$ cat config.mk
export PLATFORM = sky130hd
export DESIGN_NAME = branch_predict_gshare
export DESIGN_NICKNAME = d
export VERILOG_FILES = /design/src/rtl/branch_predict_gshare.sv
export SDC_FILE = /design/constraint.sdc
export NUM_CORES = 2
export LEC_CHECK = 0
export CAP_MARGIN = 25
export CORE_MARGIN = 2
export CORE_UTILIZATION = 55
export CTS_CLUSTER_DIAMETER = 100
export DETAILED_ROUTE_END_ITERATION = 10
export GPL_TIMING_DRIVEN = 1
export PLACE_DENSITY = 0.76
export SLEW_MARGIN = 20
export SYNTH_ARGS = -nofsm -noshare
export SYNTH_HDL_FRONTEND = slang
export SYNTH_SLANG_ARGS = --single-unit
export TNS_END_PERCENT = 5
$ cat constraint.sdc
create_clock -name clk -period 41.2 [get_ports clk]
set_clock_uncertainty 0.1 [all_clocks]
set_input_delay 8.24 -clock clk [delete_from_list [all_inputs] [get_ports clk]]
set_output_delay 8.24 -clock clk [all_outputs]
set_load 0.1 [all_outputs]
$ cat src/rtl/branch_predict_gshare.sv
// Gshare conditional-branch predictor: PC^GHR indexes a 2-bit counter PHT, trained in M, GHR repaired on mispredict.
// Optional macro BP_STATS_EN adds branch and mispredict event counters.
module branch_predict_gshare #(
  parameter int unsigned PHT_DEPTH = 10,
  parameter int unsigned GHR_LEN   = 10,
  parameter int unsigned PC_LSB    = 2,
  parameter logic [1:0]  INIT_CTR  = 2'b10
) (
  input  logic               clk,
  input  logic               rst,
  input  logic               stallD,
  input  logic               flushD,
  input  logic [31:0]        pcF,
  input  logic [31:0]        instrF,
  output logic               pred_takeD,
  output logic [GHR_LEN-1:0] ghrD,
  input  logic               branchM,
  input  logic               actual_takeM,
  input  logic               pred_takeM,
  input  logic [31:0]        pcM,
  input  logic [GHR_LEN-1:0] ghrM,
`ifdef BP_STATS_EN
  output logic [31:0]        stat_branches,
  output logic [31:0]        stat_mispredicts,
`endif
  output logic               ready
);

  localparam int unsigned PHT_SIZE = 1 << PHT_DEPTH;

  typedef enum logic {S_INIT, S_RUN} state_e;

  state_e               state_q, state_d;
  logic [PHT_DEPTH-1:0] cnt_q, cnt_d;
  logic [GHR_LEN-1:0]   ghr_q, ghr_d;
  logic                 pred_takeD_q;
  logic [GHR_LEN-1:0]   ghrD_q;
  logic [1:0]           pht_q [PHT_SIZE];

  logic                 run;
  logic                 branchF;
  logic                 pred_takeF;
  logic                 mispredictM;
  logic [PHT_DEPTH-1:0] idxF, idxM;
  logic [1:0]           ctrF, ctrM, ctrM_upd;
  logic                 pht_we;
  logic [PHT_DEPTH-1:0] pht_waddr;
  logic [1:0]           pht_wdata;
  logic [GHR_LEN:0]     ghr_rep, ghr_shf;
  logic                 unused_bits;

  assign run     = (state_q == S_RUN);
  assign branchF = instrF[31:26] inside {6'b000100, 6'b000101, 6'b000001, 6'b000111, 6'b000110};

  assign idxF = pcF[PC_LSB +: PHT_DEPTH] ^ PHT_DEPTH'(ghr_q);
  assign idxM = pcM[PC_LSB +: PHT_DEPTH] ^ PHT_DEPTH'(ghrM);
  assign ctrF = pht_q[idxF];
  assign ctrM = pht_q[idxM];

  assign pred_takeF  = run & branchF & ctrF[1];
  assign mispredictM = branchM & (actual_takeM != pred_takeM);

  assign ctrM_upd = actual_takeM ? ((ctrM == 2'b11) ? 2'b11 : ctrM + 2'd1)
                                 : ((ctrM == 2'b00) ? 2'b00 : ctrM - 2'd1);

  // One bit wider so the shift also works when GHR_LEN is 1.
  assign ghr_rep = {ghrM, actual_takeM};
  assign ghr_shf = {ghr_q, pred_takeF};

  always_comb begin
    state_d   = state_q;
    cnt_d     = cnt_q;
    ghr_d     = ghr_q;
    pht_we    = 1'b0;
    pht_waddr = cnt_q;
    pht_wdata = INIT_CTR;
    if (state_q == S_INIT) begin
      pht_we = 1'b1;
      cnt_d  = cnt_q + PHT_DEPTH'(1);
      if (cnt_q == '1) begin
        state_d = S_RUN;
      end
    end else begin
      if (branchM) begin
        pht_we    = 1'b1;
        pht_waddr = idxM;
        pht_wdata = ctrM_upd;
      end
      // Repair from the checkpoint wins over a speculative shift in the same cycle.
      if (mispredictM) begin
        ghr_d = ghr_rep[GHR_LEN-1:0];
      end else if (branchF && !stallD && !flushD) begin
        ghr_d = ghr_shf[GHR_LEN-1:0];
      end
    end
  end

  always_ff @(posedge clk) begin
    if (rst) begin
      state_q      <= S_INIT;
      cnt_q        <= '0;
      ghr_q        <= '0;
      pred_takeD_q <= 1'b0;
      ghrD_q       <= '0;
    end else begin
      state_q <= state_d;
      cnt_q   <= cnt_d;
      ghr_q   <= ghr_d;
      if (flushD) begin
        pred_takeD_q <= 1'b0;
        ghrD_q       <= '0;
      end else if (!stallD) begin
        pred_takeD_q <= pred_takeF;
        ghrD_q       <= ghr_q;
      end
    end
  end

  // No reset on the table itself: the INIT sweep fills it.
  always_ff @(posedge clk) begin
    if (pht_we && !rst) begin
      pht_q[pht_waddr] <= pht_wdata;
    end
  end

  assign pred_takeD = pred_takeD_q;
  assign ghrD       = ghrD_q;
  assign ready      = run;

`ifdef BP_STATS_EN
  logic [31:0] stat_branches_q, stat_mispredicts_q;

  always_ff @(posedge clk) begin
    if (rst) begin
      stat_branches_q    <= '0;
      stat_mispredicts_q <= '0;
    end else if (run && branchM) begin
      stat_branches_q <= stat_branches_q + 32'd1;
      if (mispredictM) begin
        stat_mispredicts_q <= stat_mispredicts_q + 32'd1;
      end
    end
  end

  assign stat_branches    = stat_branches_q;
  assign stat_mispredicts = stat_mispredicts_q;
`endif

  assign unused_bits = ^{pcF, pcM, instrF[25:0]};

endmodule
==> flow_metrics.tcl <==
set metrics [dict create \
    internal_power_mw 3.40 \
    post-layout-total-power_mw 4.45 \
    busiest_layer "met2" \
    worst_path_max_delay_cell "sky130_fd_sc_hd__buf_4" \
    timing.fmax_mhz 60.2 \
    wl_per_cell_um 36.4 \
    post_cts_hold_buffer_count 0 \
    crit_type "primary input to flop" \
    setup_viol 0 \
    worst_path_largest_cell_delay_ns 0.77 \
    grt_pass1_vias 57300 \
    critical_path.cell_chain "clkdlybuf4s50_1 -> xnor2_4 -> buf_12 -> buf_4 -> buf_4 -> buf_4 -> mux4_2 -> a22oi_1 -> a21oi_1 -> nor4_1 -> nand3_1 -> o22ai_1 -> or3_1 -> nand4_1 -> o31ai_4 -> buf_4 -> buf_12 -> buf_16 -> buf_4 -> buf_12" \
    clock_insertion_delay_worst_skew_ns 0.86 \
    global_route.usage.met2_pct 49.6 \
    cell_family_with_the_largest_share_of_critical_path_delay "buffers and inverters" \
    synth_cell_types 78 \
    fraction_of_synthesis_flops_using_an_asynchronous_set_or_reset_pin_pct 0 \
    min_path_type "flop to flop" \
    pin_count_of_the_biggest_net_entering_global_routing 267 \
    die_outline_area_um2 173000 \
    power.net_switching_mw 1.05 \
    area.growth.synth_to_final_pct 10.3 \
    numClockSinks 2080 \
    final_nets 5737 \
    ctsLongestPathBuffers 3 \
    detail_route.first_pass.iterations 8 \
    worst_ep_required_time_ns 41.75 \
    clkSlewWorstSetupHoldPaths_ns 0.07 \
    post-dp-hpwl_um 172000 \
    dr.first_iter.drc_count 10900 \
    detailroute.via_count 58300 \
    fp.dieH_um 416 \
    route.antenna.remaining_nets 0 \
    yosys_warnings 0 \
    power.ir.vdd_worst_uv 35.9 \
    power_per_cell_area_nw_per_um2 43.2 \
    power_leakage_nw 34.2 \
    coreArea_um2 169000 \
    number_of_cells_produced_by_synthesis 5640 \
    grt_setup_unrepaired "no" \
    fin_setup_tns_ns 0 \
    grt.met3_usage_pct 11.5 \
    final_critical_path_time_including_i_o_delays_and_setup_ns 16.61 \
    netlist_area_um2 93500 \
    grtUsageTotal_pct 33.7 \
    finalWeightedCongestion 0.985 \
    final_layout_size_suffix_gt1_share_pct 22.5 \
    antenna_found_initial 14 \
    final.period_utilization_pct 40.3 \
    drc_errors 0 \
    crit_path_start_kind "primary input" \
    clock_power_share_pct 40.3 \
    synth-edff-count 2048 \
    cts.repair_timing.setup_buffer_count 0 \
    synthesis.nets 5754 \
    synth-seq-cells 2080 \
    synth_top_area_cell "sky130_fd_sc_hd__edfxtp_1" \
    postSynthAreaPerCell_um2 16.6 \
    run_status "completed" \
    synth_most_common_cell "sky130_fd_sc_hd__edfxtp_1" \
    floorplan.initialDensity_pct 55.3 \
    total_number_of_placement_rows 151 \
    timing.slew.headroom_pct 14.8 \
    drt-vias-per-instance 7.27 \
    synthFlopType "sky130_fd_sc_hd__edfxtp_1" \
    cts_made_buffers 202 \
    groute.layer.met1.usage_pct 43.0 \
    cts_tree "yes" \
    critPathMaxFanout 212 \
    seq_power_share_pct 51.4 \
    path_buf_inv 10 \
    cap_viol_max_count 0 \
    first_pass_grt_wire_length_um 411000 \
    synth_cell_count_leaders "sky130_fd_sc_hd__edfxtp_1 (2,048), sky130_fd_sc_hd__nor2_1 (1,124), sky130_fd_sc_hd__mux4_2 (752)" \
    fillerInstances 11700 \
    worst_pin_slew_ns 1.28 \
    data_arrival_critical_path_ns 17.16 \
    ctsResizeCount 0 \
    numPortBuffers 54 \
    io_pins 125 \
    netlist.area_leader.share_pct 65.8 \
    synth.area.top_cells "sky130_fd_sc_hd__edfxtp_1 (66%), sky130_fd_sc_hd__mux4_2 (18%), sky130_fd_sc_hd__nor2_1 (4.5%)" \
    crit_top_cell "sky130_fd_sc_hd__buf_4" \
    die_w_um 416 \
    detail_route.wirelength_um 292000 \
    grt.overflow.total 0 \
    cts_root_buf "sky130_fd_sc_hd__clkbuf_16" \
    timing_hold_violations_final 0 \
    drv_slew 0 \
    cts.htree.levels 4 \
    power.combinational.fraction_pct 8.3 \
    p_sw_share_pct 23.6 \
    end_kind "flop" \
    synth-seq-area-share_pct 66.5 \
]
## final cells by class
class / instances / area [um2] / area share [%]
clock buffer: 257 / 5320 / 5.17
antenna: 7 / 17.5 / 0.0170
inverter: 2 / 7.51 / 0.00728
timing repair buffer: 248 / 2580 / 2.50
tap: 2218 / 2780 / 2.69
clock inverter: 114 / 1000 / 0.972
sequential: 2080 / 62100 / 60.3
multi-input combinational: 3089 / 29200 / 28.4
## power groups by stage
stage               logic, mW  clock network [mW]  registers, mW
floorplan               0.230                   0           2.33
global placement        0.352                   0           2.33
detailed placement      0.355                   0           2.33
CTS                     0.357                1.79           2.29
global route            0.372                1.88           2.29
finish                  0.370                1.79           2.29
## layer usage
| layer | up-vias | part of all wire [%] |
|---|---|---|
| li1 | 22300 | - |
| met2 | 5291 | 45 |
| met1 | 29500 | 32 |
| met5 | - | 0.055 |
| met3 | 1172 | 16 |
| met4 | 22 | 7.8 |
## cell usage in the layout, fill, tap and decap left out, types with 36 or more instances in the layout
| cell | count |
|---|---|
| sky130_fd_sc_hd__a21oi_1 | 73 |
| sky130_fd_sc_hd__mux2i_1 | 97 |
| sky130_fd_sc_hd__buf_4 | 141 |
| sky130_fd_sc_hd__mux4_2 | 752 |
| sky130_fd_sc_hd__edfxtp_1 | 2048 |
| sky130_fd_sc_hd__clkbuf_1 | 51 |
| sky130_fd_sc_hd__nor2_1 | 1119 |
| sky130_fd_sc_hd__nand2_1 | 397 |
| sky130_fd_sc_hd__clkinv_1 | 53 |
| sky130_fd_sc_hd__clkdlybuf4s50_1 | 54 |
| sky130_fd_sc_hd__clkbuf_16 | 204 |
| sky130_fd_sc_hd__a22oi_1 | 91 |
| sky130_fd_sc_hd__nand3_1 | 135 |
| sky130_fd_sc_hd__nand2_2 | 36 |
## final timing paths
kind,from,end,slack (ns),cells after the start
worst min-delay path,pred_takeD,pred_takeD,0.41,2
worst max-delay path,pcM[2],pht_q[982][0],24.59,20
worst min register to register,pred_takeD,pred_takeD,0.41,2
worst max register to register,ghr_q[0],ghr_q[0],34.06,13
## sequential cells by signal (all words and copies together) (netlist names)
| signal | count |
|---|---|
| pht_q | 2048 |
| cnt_q | 10 |
| ghrD | 10 |
| ghr_q | 10 |
| pred_takeD | 1 |
| ready | 1 |
## cells by family after synthesis
group	Yosys count	share of synthesized area, %
mux	873	19.8
compound gates	381	2.88
fa+ha+maj	1	0.0134
simple gates	1791	7.66
xor+xnor	43	0.467
flops	2080	66.5
buf+inv	471	2.69
## through the flow
step	worst slack, ns	utilization [%]	std cells	instance area, um2	hold slack (ns)
2_1_floorplan	0.470	-	5640	93500	0.371
3_3_place_gp	23.33	56.8	7598	96000	0.385
3_5_place_dp	23.05	57.0	7625	96400	0.398
4_1_cts	23.91	60.8	7996	103000	0.409
5_1_grt	24.15	60.9	8008	103000	0.426
6_report	24.59	61.0	8015	103000	0.408
## worst register-to-register path, stage by stage, from the launching register on
cell and delay (ns):
sky130_fd_sc_hd__dfxtp_1 0.52, sky130_fd_sc_hd__xor2_4 0.17, sky130_fd_sc_hd__buf_4 0.54, sky130_fd_sc_hd__buf_4 0.79, sky130_fd_sc_hd__buf_4 0.83, sky130_fd_sc_hd__mux4_2 0.63
sky130_fd_sc_hd__mux4_2 0.48, sky130_fd_sc_hd__and2_0 0.19, sky130_fd_sc_hd__a31oi_1 0.54, sky130_fd_sc_hd__o2111ai_2 0.58, sky130_fd_sc_hd__a311oi_1 0.87, sky130_fd_sc_hd__a311oi_2 0.13
sky130_fd_sc_hd__a31oi_1 0.53, sky130_fd_sc_hd__nor3_1 0.11
Power figures use the tool's default switching activity.
